==> src/rtl/ps2_host_tx_sequencer.sv <==
// ps2_host_tx_sequencer: host-to-device PS/2 command transmitter.
// Inhibits the PS/2 clock, issues request-to-send, shifts out
// {stop, odd parity, data} on device clock falling edges, checks the ACK
// and releases the bus.
// Optional feature macro: PS2_TX_RETRY_EN -- when defined, a NACK or timeout
// triggers up to MAX_RETRIES full re-sends before the failure is reported.
module ps2_host_tx_sequencer #(
  parameter int INHIBIT_CYCLES = 5000,
  parameter int TIMEOUT_CYCLES = 750000,
  parameter int MAX_RETRIES    = 2
) (
  input  logic       clk,
  input  logic       rst,
  input  logic [7:0] cmd_data,
  input  logic       cmd_valid,
  output logic       cmd_ready,
  input  logic       rx_busy,
  input  logic       ps2_clk_in,
  input  logic       ps2_data_in,
  output logic       ps2_clk_oe,
  output logic       ps2_data_oe,
  output logic       busy,
  output logic       tx_done,
  output logic       tx_err,
  output logic [1:0] err_code
);

  localparam int CNT_MAX = (INHIBIT_CYCLES > TIMEOUT_CYCLES) ? INHIBIT_CYCLES : TIMEOUT_CYCLES;
  localparam int CW      = $clog2(CNT_MAX + 1);

  typedef enum logic [2:0] {
    ST_IDLE,
    ST_INHIBIT,
    ST_RTS,
    ST_SHIFT,
    ST_ACK,
    ST_RELEASE,
    ST_FAIL
  } state_t;

  state_t state;
  state_t state_next;

  logic          clk_s1;
  logic          clk_s2;
  logic          clk_prev;
  logic          data_s1;
  logic          data_s2;
  logic          lines_idle;
  logic          fe;
  logic [CW-1:0] cyc_cnt;
  logic [3:0]    edge_cnt;
  logic [9:0]    shift_reg;
  logic [7:0]    cmd_reg;
  logic          tx_bit;
  logic          accept;
  logic          inhibit_done;
  logic          timeout;
  logic          timed_now;
  logic          timed_next;
  logic          nack;
  logic          retry_ok;

  // A falling edge of the synchronised device clock advances the frame
  assign fe           = clk_prev & ~clk_s2;
  assign accept       = cmd_valid & cmd_ready;
  assign inhibit_done = (cyc_cnt == CW'(INHIBIT_CYCLES - 1));
  assign timeout      = (cyc_cnt == CW'(TIMEOUT_CYCLES - 1));
  assign timed_now    = state inside {ST_RTS, ST_SHIFT, ST_ACK, ST_RELEASE};
  assign timed_next   = state_next inside {ST_RTS, ST_SHIFT, ST_ACK, ST_RELEASE};
  assign nack         = (state == ST_ACK) & fe & data_s2;

  // Pad synchronisers; idle bus reads high so reset values avoid a false edge
  always_ff @(posedge clk or negedge rst) begin
    if (!rst) begin
      clk_s1     <= 1'b1;
      clk_s2     <= 1'b1;
      clk_prev   <= 1'b1;
      data_s1    <= 1'b1;
      data_s2    <= 1'b1;
      lines_idle <= 1'b0;
    end else begin
      clk_s1     <= ps2_clk_in;
      clk_s2     <= clk_s1;
      clk_prev   <= clk_s2;
      data_s1    <= ps2_data_in;
      data_s2    <= data_s1;
      lines_idle <= clk_s2 & data_s2;
    end
  end

`ifdef PS2_TX_RETRY_EN
  localparam int RW = (MAX_RETRIES < 1) ? 1 : $clog2(MAX_RETRIES + 1);
  logic [RW-1:0] retry_cnt;

  // Count re-attempts of the current command; cleared on every accept
  always_ff @(posedge clk or negedge rst) begin
    if (!rst) begin
      retry_cnt <= '0;
    end else if (accept) begin
      retry_cnt <= '0;
    end else if (state == ST_FAIL && retry_ok) begin
      retry_cnt <= retry_cnt + RW'(1);
    end
  end

  assign retry_ok = (int'(retry_cnt) < MAX_RETRIES);
`else
  // Every failure is final; the comparison is constant false for any legal MAX_RETRIES
  assign retry_ok = (MAX_RETRIES < 0);
`endif

  // State register
  always_ff @(posedge clk or negedge rst) begin
    if (!rst) begin
      state <= ST_IDLE;
    end else begin
      state <= state_next;
    end
  end

  // Next-state decode; timeout only applies once the device owns the clock
  always_comb begin
    state_next = state;
    case (state)
      ST_IDLE: begin
        if (accept) state_next = ST_INHIBIT;
      end
      ST_INHIBIT: begin
        if (inhibit_done) state_next = ST_RTS;
      end
      ST_RTS: begin
        if (fe)           state_next = ST_SHIFT;
        else if (timeout) state_next = ST_FAIL;
      end
      ST_SHIFT: begin
        if (fe && edge_cnt == 4'd9) state_next = ST_ACK;
        else if (timeout)           state_next = ST_FAIL;
      end
      ST_ACK: begin
        if (fe)           state_next = data_s2 ? ST_FAIL : ST_RELEASE;
        else if (timeout) state_next = ST_FAIL;
      end
      ST_RELEASE: begin
        if (lines_idle)   state_next = ST_IDLE;
        else if (timeout) state_next = ST_FAIL;
      end
      ST_FAIL: begin
        state_next = retry_ok ? ST_INHIBIT : ST_IDLE;
      end
      default: state_next = ST_IDLE;
    endcase
  end

  // Output decode; a shifted 1 releases the data line, FAIL releases both
  always_comb begin
    ps2_clk_oe  = 1'b0;
    ps2_data_oe = 1'b0;
    tx_done     = 1'b0;
    tx_err      = 1'b0;
    busy        = (state != ST_IDLE);
    cmd_ready   = (state == ST_IDLE) & ~rx_busy;
    case (state)
      ST_INHIBIT: ps2_clk_oe  = 1'b1;
      ST_RTS:     ps2_data_oe = 1'b1;
      ST_SHIFT:   ps2_data_oe = ~tx_bit;
      ST_RELEASE: tx_done     = lines_idle;
      ST_FAIL:    tx_err      = ~retry_ok;
      default:    ;
    endcase
  end

  // Datapath: phase counter, frame shifter, edge counter and error code
  always_ff @(posedge clk or negedge rst) begin
    if (!rst) begin
      cyc_cnt   <= '0;
      edge_cnt  <= '0;
      shift_reg <= '1;
      cmd_reg   <= '0;
      tx_bit    <= 1'b1;
      err_code  <= 2'b00;
    end else begin
      // Inhibit and the RTS..RELEASE window are timed separately
      if ((state == ST_INHIBIT && state_next == ST_INHIBIT) || (timed_now && timed_next)) begin
        cyc_cnt <= cyc_cnt + CW'(1);
      end else begin
        cyc_cnt <= '0;
      end

      if (accept) begin
        cmd_reg  <= cmd_data;
        err_code <= 2'b00;
      end

      // The frame is rebuilt from the latched byte on every attempt
      if (state == ST_INHIBIT) begin
        shift_reg <= {1'b1, ~^cmd_reg, cmd_reg};
        edge_cnt  <= '0;
        tx_bit    <= 1'b1;
      end else if (fe && (state == ST_RTS || state == ST_SHIFT)) begin
        tx_bit    <= shift_reg[0];
        shift_reg <= {1'b1, shift_reg[9:1]};
        edge_cnt  <= edge_cnt + 4'd1;
      end else if (fe && state == ST_ACK) begin
        edge_cnt  <= edge_cnt + 4'd1;
      end

      if (state_next == ST_FAIL && state != ST_FAIL) begin
        err_code <= nack ? 2'b01 : 2'b10;
      end
    end
  end

endmodule

==> config.mk <==
export PLATFORM = sky130hd
export DESIGN_NAME = ps2_host_tx_sequencer
export DESIGN_NICKNAME = d
export VERILOG_FILES = /design/src/rtl/ps2_host_tx_sequencer.sv
export SDC_FILE = /design/constraint.sdc
export NUM_CORES = 1
export LEC_CHECK = 0
export ABC_AREA = 1
export BUFFER_PORTS_ARGS = -buffer_cell sky130_fd_sc_hd__buf_4
export CAP_MARGIN = 20
export CORE_MARGIN = 10
export CORE_UTILIZATION = 60
export CTS_CLUSTER_SIZE = 24
export DETAILED_ROUTE_END_ITERATION = 10
export PLACE_DENSITY_LB_ADDON = 0.1
export SLEW_MARGIN = 10
export SYNTH_ARGS = -nofsm -noshare
export SYNTH_HDL_FRONTEND = slang
export SYNTH_SLANG_ARGS = --single-unit
export TNS_END_PERCENT = 100
==> constraint.sdc <==
create_clock -name clk -period 1.95 [get_ports clk]
set_input_delay 0.39 -clock clk [delete_from_list [all_inputs] [get_ports clk]]
set_output_delay 0.39 -clock clk [all_outputs]
set_load 0.05 [all_outputs]
======== Yosys cells after proc, flatten, opt, wreduce, memory -nomap -nowiden ========
Index checks and enable logic that the tools add are counted.
word-level totals
  latch bits .............................. 0
  ROM bits ................................ 0
  memories kept ........................... 0
  bits in writable memories ............... 0
  bits of input ports ..................... 14
  bits in registers ....................... 54
cells by class
  mux-type cells .......................... 24
  shift operators ......................... 0
  equal/unequal tests ..................... 16
  div/mod/pow operators ................... 0
  reduce and logical (&&, ||, !) cells .... 16
  multiply operators ...................... 0
  order comparisons ....................... 0
  add/sub/neg operators ................... 2
  bitwise gates (word level) .............. 9
operators by type and width
  operator                 number
  $mux W3                  7
  $add A20 B1 Y20 const B  1
  $eq A20 B13 Y1 const B   1
  $eq A20 B20 Y1 const B   1
  $mux W10                 2
  $mux W20                 1
  $eq A3 B3 Y1 const B     6
  $pmux W3 S6              1
  $eq A3 B2 Y1 const B     4
  $mux W4                  3
  $mux W2                  4
  $reduce_bool A4 Y1       2
  $reduce_xnor A8 Y1       1
  $and A1 B1 Y1            6
  $eq A3 B1 Y1 const B     2
  $logic_and A1 B1 Y1      6
  $reduce_bool A3 Y1       2
  $mux W1                  5
  $add A4 B1 Y4 const B    1
  $eq A4 B4 Y1 const B     1
  $reduce_bool A2 Y1       2
  $logic_not A3 Y1         1
  $ne A3 B3 Y1 const B     1
  $not A1 Y1               3
  other kinds (2)          3

======== Depth between registers and ports, before layout ========
  depth in word-level cells ............... 10
  gate-level depth with buffers ........... 14

======== Worst setup path after synthesis ========
Ideal clock, no wire load.
  kind .................................... reg-to-output
  start ................................... register state[2]
  end ..................................... output port cmd_ready
  arrival ................................. 1.671 ns
  required time ........................... 1.560 ns
  path buffers ............................ 0
  stages on the path, launching flop included .. 4
  slack ................................... -0.111 ns
  cell sequence ........................... dfrtp_1 > nor3_1 > inv_1 > nor2_1
between the ends
  longest elaborated chain between the ends .. 2
RTL lines
  item                      line  source
  start: declaration        41    state_t state;
  start signal: assignment  118   state <= state_next;
  $logic_not A3 Y1          162   cmd_ready = (state == ST_IDLE) & ~rx_busy;
  $and A1 B1 Y1             162
  end: declaration          16    output logic cmd_ready,
Every way passes these cells.

======== Worst setup path in the final report ========
  start ................................... register state[0]
  end ..................................... output port ps2_clk_oe
between the ends
  longest elaborated chain between the ends .. 2
RTL lines
  item              line  source
  $eq A3 B1 Y1      163   case (state)
  $mux W1           163
  end: declaration  20    output logic ps2_clk_oe,
Every way passes these cells.

==> flow_summary.ini <==
[synthesis]
synth_top_flop_cell = dfrtp_1
yosys_register_bits = 53
async_reset_ff_share_pct = 100.0
ys_seq_area_share_pct = 45.55
yosys.cell_types.count = 38
yosysWarningCount = 0
synth_cells = 333
ys_top_cells_by_area = dfrtp_1, dfstp_2, a21oi_2
syn_avg_cell_area_um2 = 8.867
synth_edf_count = 0
yosysTopAreaCell = dfrtp_1
syn-cell-area_mm2 = 0.002953
yosys.area.top_type_share_pct = 32.20
syn_nets = 350

[detailed_routing]
dr.pass1.iters = 4
routedWlPerCell_um = 13.39
antenna_left = 0
vias_per_cell = 4.977
drtIter0Drc = 88
drc = 0
drt-total-wl_um = 5759
num_vias = 2140

[run_status]
status = finished, final reports clean

[power]
leakage_nw = 1.528
powerDensity_mw_per_mm2 = 528.0
netSwitchingFraction_pct = 22.17
irDropWorstVdd_mv = 0.4333
seqPwrFrac_pct = 62.7
power.net_switching_w = 0.0003938
power.internal_w = 0.001382
p_clk_share_pct = 34.6
combPwrFrac_pct = 2.7

[placement]
place_inst = 420
dp_worst_setup_slack_ns = 0.08640
place_area_mm2 = 0.003202
hpwl_um = 4253
port_buffers = 21
place.gp.congestion = 0.9205

[sta]
grt_setup_unrepaired = false
worst-slew-pin-transition_ns = 0.6643
finalSetupViolCount = 0
fmax_ghz = 0.5304
fin_setup_tns_ns = 0
relSlewSlack_pct = 55.71
fin_skew_ns = 0.007128
finalHoldViolCount = 0
slew_violations = 0
setup_ws_ns = 0.06466
fin_crit_sh_pct = 96.68
fin_crit_ns = 1.885

[cts]
cts_root_buf = clkbuf_8
htree_levels = 2
cts_made_buffers = 5
clockBufferDepth = 2
cts_tree = yes
clock_sinks = 53
clock_latency_ns = 0.31
ctsHoldBuffers = 0
clk_pin_slew_worst_paths_ns = 0.09

[cells_and_area]
drive_gt1_share_pct = 34.44
layout.cells.non_filler = 430
largest_reg_flops = 20
fin_util_pct = 70.76
nNetsFinal = 379
final_common_cell = nand2_1
layout_common_cells = nand2_1, inv_1, dfrtp_1, nor2_1, buf_4
syn_to_final_growth_pct = 13.94
diodes = 0
fin_area_mm2 = 0.003364

[critical_path]
critPathArrivalTime_ns = 1.50
critPathCaptureType = primary output
crit_end = ps2_clk_oe
critPathLaunch = state[0]
path_class = reg2out
r2r_cells = 13
r2r-end = cyc_cnt[4]
startpoint_type = register
cp_max_fo = 8
r2r_start = clk_prev
worstPathRequired_ns = 1.56
rrSetupSlack_ns = 0.16

[grt]
grt_pass1_vias = 2258
grt.busiest_layer = met2
grt_antenna_before_repair = 0
grt_max_degree = 54
grt_pass1_wl_um = 10140
use_met2_pct = 25.48
met3_usage_pct = 3.824
grt_usage_pct = 14.57
met1_usage_pct = 16.92
gr-total-overflow = 0

[die]
die-area_mm2 = 0.008127
core-area_mm2 = 0.004755
num_io_pins = 22
initial_utilization_pct = 62.11
die_height_um = 90.15
die_w_um = 90.15
rows = 25

[min_path]
hp-class = in2async

[run]
maxCapViolations = 0
## layout make-up
type,count,area (µm²)
tap,67,83.83
sequential,53,1349
clock buffer,6,72.57
multi-input combinational,223,1396
clock inverter,2,15.01
inverter,48,185.2
fill,412,1390
timing repair buffer,31,262.8
## per-layer routing
| metal | up-vias | share of wire [%] |
|---|---|---|
| met5 | - | 0 |
| met4 | 0 | 1.2 |
| met3 | 7 | 3.2 |
| met2 | 23 | 49 |
| met1 | 994 | 47 |
| li1 | 1116 | - |
## power groups by stage
stage | registers [W] | logic [W] | clock network [W]
2_1_floorplan | 0.00113 | 0.00000779 | 0
3_3_place_gp | 0.00113 | 0.0000493 | 0
3_5_place_dp | 0.00113 | 0.0000505 | 0
4_1_cts | 0.00111 | 0.0000504 | 0.000634
5_1_grt | 0.00111 | 0.0000547 | 0.000679
6_report | 0.00111 | 0.0000485 | 0.000614
## cells by family after synthesis
| group | Yosys count | share of synthesized area (%) |
|---|---|---|
| xor+xnor | 23 | 6.822 |
| buf+inv | 57 | 8.729 |
| simple gates | 134 | 21.44 |
| mux | 7 | 2.670 |
| compound gates | 56 | 13.52 |
| fa+ha+maj | 3 | 1.271 |
| flops | 53 | 45.55 |
## through the flow
| step | hold WS, ns | power, W |
|---|---|---|
| detailed placement | 0.3473 | 0.001185 |
| finish | 0.07686 | 0.001776 |
| global route | 0.1276 | 0.001849 |
| floorplan | 0.09441 | 0.001141 |
| CTS | 0.1249 | 0.001798 |
| global placement | 0.3453 | 0.001183 |
## worst min-delay path by stage
stage	start	end	slack [ns]	cells after the start
3_3_place_gp	data_s1	data_s2	0.35	0
3_5_place_dp	clk_s1	clk_s2	0.35	0
2_1_floorplan	rst	cmd_reg[0]	0.09	0
5_1_grt	rst	cyc_cnt[6]	0.13	1
6_report	rst	cyc_cnt[6]	0.08	1
4_1_cts	rst	cyc_cnt[6]	0.12	1
## Yosys cell counts (5+ instances only)
cell type and count:
nor2_2 5, o21ai_0 18, a21oi_2 23, nand2_2 5
a21oi_1 7, nand3_1 14, dfstp_2 15, dfrtp_1 38
nand2_1 53, inv_1 38, mux2_2 7, xnor2_1 8
inv_2 9, nor2_1 33, xor2_1 15, nor3_1 9
## critical path: stages (launching register included)
cell	delay, ns
dfrtp_2	0.53
inv_6	0.06
nor3_4	0.19
buf_4	0.20
buf_4	0.20
## what timing repair did
action / 4_1_cts / 5_1_grt
resized for setup: 2 / 9
pin swaps: 0 / 3
setup buffers: 0 / 1
endpoints found under the setup margin: 3 / 21
cloned: 0 / 1
Note: power is estimated with default switching activity, not from simulation.
